**src/rtl/router_pkg.sv**
```systemverilog
// Shared declarations for the window scheduler: FSM state type, default width
// and the start-time configuration check.
package router_pkg;

  localparam int WIN_ADDR_WIDTH = 6;

  typedef enum logic [2:0] {IDLE, LOAD, RUN, NEXT, FIN, ERR} win_state_t;

  // A tile is unusable when the kernel is empty, larger than the tile, or the step is zero.
  function automatic logic cfg_rejected(input int k, input int n, input int s);
    return (k == 0) || (k > n) || (s == 0);
  endfunction

endpackage

```
**src/rtl/window_pos_counter.sv**
```systemverilog
// Window origin walker: o_y is the inner dimension, o_x the outer one, plus a
// count of completed windows. o_last flags that no further step fits in the tile.
module window_pos_counter
  import router_pkg::*;
#(
  parameter int ADDR_WIDTH = WIN_ADDR_WIDTH
) (
  input  logic                  i_clk,
  input  logic                  i_rst,
  input  logic                  i_clear,
  input  logic                  i_step,
  input  logic [ADDR_WIDTH-1:0] i_k_size,
  input  logic [ADDR_WIDTH-1:0] i_i_size,
  input  logic [ADDR_WIDTH-1:0] i_stride,
  output logic [ADDR_WIDTH-1:0] o_o_x,
  output logic [ADDR_WIDTH-1:0] o_o_y,
  output logic [ADDR_WIDTH-1:0] o_win_idx,
  output logic                  o_last
);

  localparam int CW = ADDR_WIDTH + 1;

  logic [ADDR_WIDTH-1:0] x_q, x_d;
  logic [ADDR_WIDTH-1:0] y_q, y_d;
  logic [ADDR_WIDTH-1:0] idx_q, idx_d;
  logic [CW-1:0]         y_reach, x_reach;
  logic                  y_fits, x_fits;

  // One extra bit keeps origin + step + kernel from wrapping before the compare.
  assign y_reach = CW'(y_q) + CW'(i_stride) + CW'(i_k_size);
  assign x_reach = CW'(x_q) + CW'(i_stride) + CW'(i_k_size);
  assign y_fits  = (y_reach <= CW'(i_i_size));
  assign x_fits  = (x_reach <= CW'(i_i_size));
  assign o_last  = !y_fits && !x_fits;

  always_comb begin
    x_d   = x_q;
    y_d   = y_q;
    idx_d = idx_q;
    if (i_clear) begin
      x_d   = '0;
      y_d   = '0;
      idx_d = '0;
    end else if (i_step) begin
      idx_d = idx_q + ADDR_WIDTH'(1);
      if (y_fits) begin
        y_d = y_q + i_stride;
      end else if (x_fits) begin
        y_d = '0;
        x_d = x_q + i_stride;
      end
    end
  end

  always_ff @(posedge i_clk) begin
    if (i_rst) begin
      x_q   <= '0;
      y_q   <= '0;
      idx_q <= '0;
    end else begin
      x_q   <= x_d;
      y_q   <= y_d;
      idx_q <= idx_d;
    end
  end

  assign o_o_x     = x_q;
  assign o_o_y     = y_q;
  assign o_win_idx = idx_q;

endmodule

```
**src/rtl/window_scheduler.sv**
```systemverilog
// Drives one address generator over every convolution window of a tile.
// Optional feature: define WIN_STRIDE_EN to add the i_stride port (default step is 1).
module window_scheduler
  import router_pkg::*;
#(
  parameter int ADDR_WIDTH = WIN_ADDR_WIDTH
) (
  input  logic                  i_clk,
  input  logic                  i_rst,
  input  logic                  i_start,
  input  logic [ADDR_WIDTH-1:0] i_k_size,
  input  logic [ADDR_WIDTH-1:0] i_i_size,
  input  logic [ADDR_WIDTH-1:0] i_start_addr,
`ifdef WIN_STRIDE_EN
  input  logic [ADDR_WIDTH-1:0] i_stride,
`endif
  input  logic                  i_ready,
  input  logic                  i_ag_done,
  output logic                  o_ag_en,
  output logic                  o_ag_clear,
  output logic [ADDR_WIDTH-1:0] o_k_size,
  output logic [ADDR_WIDTH-1:0] o_k_num,
  output logic [ADDR_WIDTH-1:0] o_i_size,
  output logic [ADDR_WIDTH-1:0] o_start_addr,
  output logic [ADDR_WIDTH-1:0] o_o_x,
  output logic [ADDR_WIDTH-1:0] o_o_y,
  output logic [ADDR_WIDTH-1:0] o_win_idx,
  output logic                  o_busy,
  output logic                  o_done,
  output logic                  o_err
);

  win_state_t            state_q;
  logic [ADDR_WIDTH-1:0] k_size_q, k_num_q, i_size_q, start_addr_q;
  logic                  clear_q, done_q, err_q, busy_q;
  logic [ADDR_WIDTH-1:0] stride_in, stride_s;
  logic                  accept, last;

`ifdef WIN_STRIDE_EN
  logic [ADDR_WIDTH-1:0] stride_q;
  assign stride_in = i_stride;
  assign stride_s  = stride_q;
`else
  assign stride_in = ADDR_WIDTH'(1);
  assign stride_s  = ADDR_WIDTH'(1);
`endif

  assign accept = (state_q == IDLE) && i_start;

  window_pos_counter #(.ADDR_WIDTH(ADDR_WIDTH)) u_pos (
    .i_clk     (i_clk),
    .i_rst     (i_rst),
    .i_clear   (accept),
    .i_step    (state_q == NEXT),
    .i_k_size  (k_size_q),
    .i_i_size  (i_size_q),
    .i_stride  (stride_s),
    .o_o_x     (o_o_x),
    .o_o_y     (o_o_y),
    .o_win_idx (o_win_idx),
    .o_last    (last)
  );

  // Generator completion wins over a stalled downstream: enable drops the cycle done is seen.
  assign o_ag_en = (state_q == RUN) && i_ready && !i_ag_done;

  always_ff @(posedge i_clk) begin
    if (i_rst) begin
      state_q      <= IDLE;
      k_size_q     <= '0;
      k_num_q      <= '0;
      i_size_q     <= '0;
      start_addr_q <= '0;
`ifdef WIN_STRIDE_EN
      stride_q     <= '0;
`endif
      clear_q      <= 1'b0;
      done_q       <= 1'b0;
      err_q        <= 1'b0;
      busy_q       <= 1'b0;
    end else begin
      clear_q <= 1'b0;
      done_q  <= 1'b0;
      err_q   <= 1'b0;
      case (state_q)
        IDLE: begin
          if (i_start) begin
            k_size_q     <= i_k_size;
            k_num_q      <= ADDR_WIDTH'(i_k_size * i_k_size);
            i_size_q     <= i_i_size;
            start_addr_q <= i_start_addr;
`ifdef WIN_STRIDE_EN
            stride_q     <= i_stride;
`endif
            busy_q       <= 1'b1;
            if (cfg_rejected(int'(i_k_size), int'(i_i_size), int'(stride_in))) begin
              state_q <= ERR;
              err_q   <= 1'b1;
            end else begin
              state_q <= LOAD;
              clear_q <= 1'b1;
            end
          end
        end
        LOAD: state_q <= RUN;
        RUN: begin
          if (i_ag_done) begin
            state_q <= NEXT;
          end
        end
        // Outputs are registered, so each pulse is raised on entry to its state.
        NEXT: begin
          if (last) begin
            state_q <= FIN;
            done_q  <= 1'b1;
          end else begin
            state_q <= LOAD;
            clear_q <= 1'b1;
          end
        end
        FIN, ERR: begin
          state_q <= IDLE;
          busy_q  <= 1'b0;
        end
        default: begin
          state_q <= IDLE;
          busy_q  <= 1'b0;
        end
      endcase
    end
  end

  assign o_ag_clear   = clear_q;
  assign o_done       = done_q;
  assign o_err        = err_q;
  assign o_busy       = busy_q;
  assign o_k_size     = k_size_q;
  assign o_k_num      = k_num_q;
  assign o_i_size     = i_size_q;
  assign o_start_addr = start_addr_q;

endmodule

```
**config.mk**
```make
export PLATFORM = sky130hd
export DESIGN_NAME = window_scheduler
export DESIGN_NICKNAME = d
export VERILOG_FILES = /design/src/rtl/router_pkg.sv /design/src/rtl/window_pos_counter.sv /design/src/rtl/window_scheduler.sv
export SDC_FILE = /design/constraint.sdc
export NUM_CORES = 1
export LEC_CHECK = 0
export ABC_AREA = 1
export CAP_MARGIN = 20
export CORE_MARGIN = 1
export CORE_UTILIZATION = 50
export DETAILED_ROUTE_END_ITERATION = 8
export PLACE_DENSITY = 0.74
export SYNTH_ARGS = -nofsm -noshare
export SYNTH_HDL_FRONTEND = slang
export SYNTH_HIERARCHICAL = 1
export SYNTH_SLANG_ARGS = --single-unit
```
**constraint.sdc**
```tcl
create_clock -name i_clk -period 7.5 [get_ports i_clk]
set_input_delay 1.875 -clock i_clk [delete_from_list [all_inputs] [get_ports i_clk]]
set_output_delay 1.875 -clock i_clk [all_outputs]
set_load 0.01 [all_outputs]
```
==> results of run 1 <==
cells by family (layout without fill, tap and decap cells):
kind of cell / Yosys count / count (layout) / share of synthesized area
compound gates: 59 / 59 / 0.0884
simple gates: 205 / 205 / 0.273
buf+inv: 92 / 158 / 0.109
fa+ha+maj: 61 / 61 / 0.238
flops: 47 / 47 / 0.249
other cells: 2 / 25 / 0.00199
xor+xnor: 18 / 18 / 0.0417
final cells by class:
type,count,area [um2]
Fill cell,663,2580
Multi-Input combinational cell,368,2510
Sequential cell,47,941
Timing Repair Buffer,69,688
Inverter,81,310
Tap cell,99,124
Clock buffer,6,72.6
Clock inverter,2,60.1
final timing paths:
path | startpoint | end
worst max register to register | u_pos/o_o_y[1] | state_q[0]
worst min-delay path | o_start_addr[4] | o_start_addr[4]
worst min register to register | o_start_addr[4] | o_start_addr[4]
worst max-delay path | i_ready | o_ag_en
flip-flops by register name, summed over array words and instances, names as in the netlist:
| register | cells |
|---|---|
| u_pos/o_win_idx | 6 |
| o_err | 1 |
| state_q | 3 |
| o_done | 1 |
| o_k_num | 4 |
| o_start_addr | 6 |
| o_ag_clear | 1 |
| u_pos/o_o_y | 6 |
| o_busy | 1 |
| o_k_size | 6 |
| o_i_size | 6 |
| u_pos/o_o_x | 6 |
power by group through the flow:
stage / clock network [mW] / logic, mW / registers (mW)
finish: 0.220 / 0.418 / 0.300
global route: 0.236 / 0.471 / 0.303
CTS: 0.226 / 0.421 / 0.300
detailed placement: 0 / 0.418 / 0.306
global placement: 0 / 0.402 / 0.306
floorplan: 0 / 0.306 / 0.309
cells in the final DEF, fill, tap and decap left out, drive strengths merged, types with 2 or more instances in the layout:
master         Yosys  routed
o21ai              9       9
nand2            128     128
clkdlybuf4s50      0      68
bufinv             0       2
nand3             30      30
inv               79      79
clkbuf             3       6
a21oi             49      49
conb               2      25
nor2              31      31
xor2               7       7
ha                43      43
nor3               5       5
xnor2             11      11
nand4              7       7
dfxtp             47      47
fa                18      18
clkinv             2       2
per-stage QoR:
| step | total power, mW | utilization |
|---|---|---|
| after global placement | 0.708 | 0.628 |
| after global routing | 1.01 | 0.646 |
| final | 0.937 | 0.646 |
| after detailed placement | 0.724 | 0.628 |
| after CTS | 0.948 | 0.646 |
| after floorplan | 0.615 | - |
worst register-to-register path, cell delays in order (launching register included):
cell,delay (ns)
dfxtp_1,0.46
inv_1,0.09
fa_1,0.45
inv_1,0.07
ha_1,0.17
inv_1,0.06
fa_1,0.39
o21ai_0,0.19
a21oi_1,0.10
xnor2_1,0.14
ha_1,0.29
nand2_1,0.09
nor2_2,0.12
nand4_1,0.12
nand2_2,0.15
nand3_4,0.15
nand2_1,0.10
inv_1,0.05
inv_1,0.07
a21oi_1,0.07
nor4_1,0.17
cell usage after synthesis (all sizes together):
| master | count |
|---|---|
| a21oi | 49 |
| nor3 | 5 |
| a31oi | 1 |
| or2 | 1 |
| clkbuf | 3 |
| nor2 | 31 |
| nor4 | 1 |
| o21ai | 9 |
| ha | 43 |
| nand4 | 7 |
| xor2 | 7 |
| nand3b | 1 |
| buf | 8 |
| xnor2 | 11 |
| clkinv | 2 |
| dfxtp | 47 |
| conb | 2 |
| nand3 | 30 |
| nor3b | 1 |
| fa | 18 |
| nand2 | 128 |
| inv | 79 |
metal layers:
metal / up-vias / routed length, um / global-route usage / share of wire
met5: - / 0 / 0 / 0
met2: 50 / 4250 / 0.427 / 0.52
met3: 7 / 261 / 0.0360 / 0.032
li1: 1681 / - / - / -
met1: 1510 / 3610 / 0.266 / 0.44
met4: 0 / 78 / 0.0548 / 0.0095
==> metrics, run 1 <==
critical path endpoint category=output port; die area=7910 um2; Seq pwr share=0.320; H-tree Lvls=2; Layout Cells excl Fill=around 670; DP Wirelength=roughly 6700 um; DRC=0; Synth cell types=40; critical path fanouts, max=1; critical-path cell list=clkdlybuf4s50_1 > nor3b_1 > clkdlybuf4s50_1; Switch Pwr=around 360 uW; IO Count=70; placed cells=664; PostCTS Resize Cnt=0; starting density of the core=0.518; Placed Area=4580 um2; final max-slew violation count=0; Yosys warnings=6; pwr dens=199 nW/um2; cells after synthesis=slightly below 500; largest net degree at the start of global routing=31; Pint=577 uW; Hold Crit Depth=2; port bufs=68; Slew HR=0.563; nets=656; status=completed; sw frac=0.384; Max Root-Sink Buffers=2; DR iter-0 viols=124; row count=31; Area Overhead vs Synth=24.6%; Max-cap violations=0; Routed WL=8200 um; setup bufs post-CTS=0; CTS Hold Buffers Added=0; GR Overflow Total=0; TNS Setup=0 ns; number of synthesized register bits=47; maximum VDD drop=0.000150 V; core footprint=about 7300 um2; antenna violations before repair=0; Yosys top cell area share=0.249; Mapped Area=3780 um2; syn avg cell area=7.81 um2; clock root cell=clkbuf_8; Final GP Congestion=0.860; fin crit period=approximately 4.9 ns; path depth of the worst reg2reg path=20; Vias=3248; HP Class=reg -> reg; RSZ-0062 raised after global routing=no; ANT nets after route=0; slowest CP cell=clkdlybuf4s50_1; TritonCTS clock tree=done; CP dominant cell by count=clkdlybuf4s50_1; final setup violation count=0; Comb power frac=0.446; fin area=4710 um2; standby leakage power=2.17 nW; pre-CTS WS=2.56 ns; critical path type=in -> out; hold_ws=around 0.47 ns; overall global routing resource usage=0.226; drt wl/cell=roughly 12 um; vias in the first global route=3212; TritonRoute pass-1 iters=4; Slew @ Worst Pin=~0.65 ns; Ant. Diodes=0; Worst path max stage delay=0.57 ns; proportion of layout cells with a drive suffix above 1=0.0925; sequential fraction of the synthesis area=0.249; area leader, netlist=dfxtp_1; Skew-Pair Late Insertion Delay=0.30 ns; Final period util=0.659; DIE HEIGHT=just under 90 um; Final Skew=~0.0034 ns; Synth area leaders=dfxtp_1, ha_1, nand2_1, fa_1, inv_1; worst path required time=5.62 ns; Sink Count=47; r2r setup slk=3.91 ns; Inserted Clock Buffers=5; min setup slack post-route=2.56 ns; clock slew at reported path FFs=roughly 0.09 ns; Clock power frac=0.235; top cell family by delay on the critical path=buffers and inverters; startpoint types=input pin; die width=just under 90 um; WP data arrival=between 3 and 4 ns; cell depth of the worst setup path=3; final hold violations=0; maximum clock frequency=0.202 GHz; first-pass GRT wire length=around 14000 um; via/cell ratio=4.83; WP buf/inv=2
No activity file was read; power rests on OpenSTA's default activity.
==> run 2, diff against run 1 <==
--- a/config.mk
+++ b/config.mk
@@ -8,7 +8,7 @@
 export ABC_AREA = 1
 export CAP_MARGIN = 20
 export CORE_MARGIN = 1
-export CORE_UTILIZATION = 50
+export CORE_UTILIZATION = 48
 export DETAILED_ROUTE_END_ITERATION = 8
 export PLACE_DENSITY = 0.74
 export SYNTH_ARGS = -nofsm -noshare
==> constraint.sdc (replaced) <==
create_clock -name i_clk -period 4.3 [get_ports i_clk]
set_input_delay 1.075 -clock i_clk [delete_from_list [all_inputs] [get_ports i_clk]]
set_output_delay 1.075 -clock i_clk [all_outputs]
set_load 0.01 [all_outputs]
==> run 2 against run 1 <==
First-iteration DRC count decreased by 4.0%. Utilization decreased by 1.8 points. Total power increased by 63%. Critical path depth increased by 9. Sequential power increased by 74%. Flip-flop and latch count unchanged. Hold slack improved by 0.0010 ns. Clock power increased by 26%. Die area increased by 4.1%. Cell area decreased by 0.77%. Final cell count increased by 0.15%. Critical endpoint is now o_k_num[5]. Largest cell class unchanged.
==> metrics, run 2 (synthesized netlist as in run 1, its figures left out) <==
status=completed (unchanged); GR Overflow Total=0 (unchanged); commonest non-fill, non-tap cells in the layout=nand2_1, inv_1, clkdlybuf4s50_1, dfxtp_1, ha_1 (unchanged); largest net degree at the start of global routing=31 (unchanged); CP dominant cell by count=nand2_1 (was clkdlybuf4s50_1); starting density of the core=0.507 (was 0.518); pwr dens=326 nW/um2 (was 199 nW/um2); pre-CTS WS=0.285 ns (was 2.56 ns); DP Wirelength=6560 um (was 6700 um); Skew-Pair Late Insertion Delay=0.31 ns (was 0.30 ns); Final Skew=0.0130 ns (was 0.00335 ns); clock slew at reported path FFs=0.10 ns (was 0.09 ns); HP Class=reg -> reg (unchanged); final max-slew violation count=0 (unchanged); via/cell ratio=4.82 (was 4.83); row count=31 (unchanged); Inserted Clock Buffers=5 (unchanged); IO Count=70 (unchanged); hold wc startpoint=o_start_addr[4] (unchanged); placed cells=665 (was 664); FF-to-FF Start=u_pos/o_o_y[1] (unchanged); hold_ws=0.469 ns (was 0.468 ns); critical path endpoint category=flip-flop (was output port); final core occ=0.628 (was 0.646); H-tree Lvls=2 (unchanged); critical-path cell list=clkdlybuf4s50_1 > nand2_1 > fa_1 > inv_1 > ha_1 > fa_1 > ha_1 > xor2_1 > nand2_1 > nand2_1 > o21ai_0 > inv_1 (was clkdlybuf4s50_1 > nor3b_1 > clkdlybuf4s50_1); first-pass GRT wire length=14500 um (was 13800 um); nets=657 (was 656); Layout Cells excl Fill=673 (was 672); die width=90.7 um (was 88.9 um); fin crit period=3.72 ns; Slew HR=0.559 (was 0.563); worst path required time=4.50 ns (was 5.62 ns); critical path type=in -> reg (was in -> out); Area Overhead vs Synth=23.7% (was 24.6%); Slew @ Worst Pin=0.659 ns (was 0.653 ns); TritonRoute pass-1 iters=4 (unchanged); Ant. Diodes=0 (unchanged); drt wl/cell=12.1 um (was 12.2 um); Worst path max stage delay=0.59 ns (was 0.57 ns); min setup slack post-route=0.583 ns (was 2.56 ns); top cell family by delay on the critical path=adder cells (was buffers and inverters); ANT nets after route=0 (unchanged); Filler cells=696 (was 663); RSZ-0062 raised after global routing=no (unchanged); die area=8230 um2 (was 7910 um2); vias in the first global route=3242 (was 3212); setup bufs post-CTS=0 (unchanged); Routed WL=8160 um (was 8200 um); Max-cap violations=0 (unchanged); DR iter-0 viols=119 (was 124); core footprint=7450 um2 (was 7290 um2); CTS Hold Buffers Added=0 (unchanged); TritonCTS clock tree=done (unchanged); Final period util=0.864; most common library cell in the layout ignoring fill and taps=nand2_1 (unchanged); final setup violation count=0 (unchanged); PostCTS Resize Cnt=0 (unchanged); start point of the critical path=i_k_size[3] (was i_ready); DRC=0 (unchanged); WP data arrival=3.92 ns (was 3.06 ns); port bufs=68 (unchanged); Max Root-Sink Buffers=2 (unchanged); maximum clock frequency=0.269 GHz; Vias=3241 (was 3248); final hold violations=0 (unchanged); WP buf/inv=3 (was 2); overall global routing resource usage=0.216 (was 0.226); proportion of layout cells with a drive suffix above 1=0.0941 (was 0.0925); standby leakage power=2.15 nW (was 2.17 nW); critical path fanouts, max=5 (was 1); Sink Count=47 (unchanged); startpoint types=input pin (unchanged); TNS Setup=0 ns (unchanged); DIE HEIGHT=90.7 um (was 88.9 um); maximum VDD drop=0.000210 V (was 0.000150 V); clock root cell=clkbuf_8 (unchanged); slowest CP cell=clkdlybuf4s50_1 (unchanged); Final GP Congestion=0.836 (was 0.860); antenna violations before repair=0 (unchanged)
## run 2: cell types whose count changed in the layout (fill, tap and decap cells not counted)
cell	before	now
inv_6	1	2
bufinv_16	2	0
buf_4	1	2
clkinvlp_4	0	1
## run 2: power breakdown
part / switching, mW / total, mW / internal (mW)
Clock: 0.160 / 0.277 / 0.117
Combinational: 0.427 / 0.724 / 0.297
Sequential: 0.0442 / 0.522 / 0.478
## run 2: cell type report
type | instances | area (um2) | area share
tap | 99 | 124 | 0.0265
inverter | 81 | 310 | 0.0664
clock inverter | 2 | 16.3 | 0.00348
clock buffer | 6 | 72.6 | 0.0155
multi-input combinational | 368 | 2510 | 0.538
timing repair buffer | 70 | 696 | 0.149
sequential | 47 | 941 | 0.201
## run 2: worst register-to-register path, stage by stage (launching register included)
cell and delay (ns):
dfxtp_1 0.45, inv_1 0.09, fa_1 0.45, inv_1 0.07, ha_1 0.18, inv_1 0.06
fa_1 0.41, o21ai_0 0.21, a21oi_1 0.11, xnor2_1 0.14, ha_1 0.29, nand2_1 0.12
inv_2 0.04, a21oi_1 0.12, nand2_1 0.08, nand2_2 0.12, nand3_4 0.14, nand2_1 0.10
inv_1 0.05, inv_1 0.06, a21oi_1 0.07, nor4_1 0.19
## run 2: per-stage QoR
step	instance area, um2	power, mW
floorplan	3860	1.07
global placement	4580	1.23
detailed placement	4580	1.25
CTS	4670	1.54
global route	4670	1.66
finish	4670	1.52
## run 2: final timing paths
check                                        to  slack, ns  depth (start not counted)
worst max-delay path                 o_k_num[5]       0.58                         12
worst min-delay path            o_start_addr[4]       0.47                          2
worst max register to register       state_q[0]       0.67                         21
worst min register to register  o_start_addr[4]       0.47                          2
## run 2: per-layer routing
| layer | vias to the layer above | global-route usage | part of all wire |
|---|---|---|---|
| li1 | 1677 | - | - |
| met1 | 1492 | 0.270 | 0.47 |
| met2 | 59 | 0.382 | 0.49 |
| met3 | 13 | 0.0278 | 0.027 |
| met4 | 0 | 0.0672 | 0.020 |
| met5 | - | 0 | 0 |
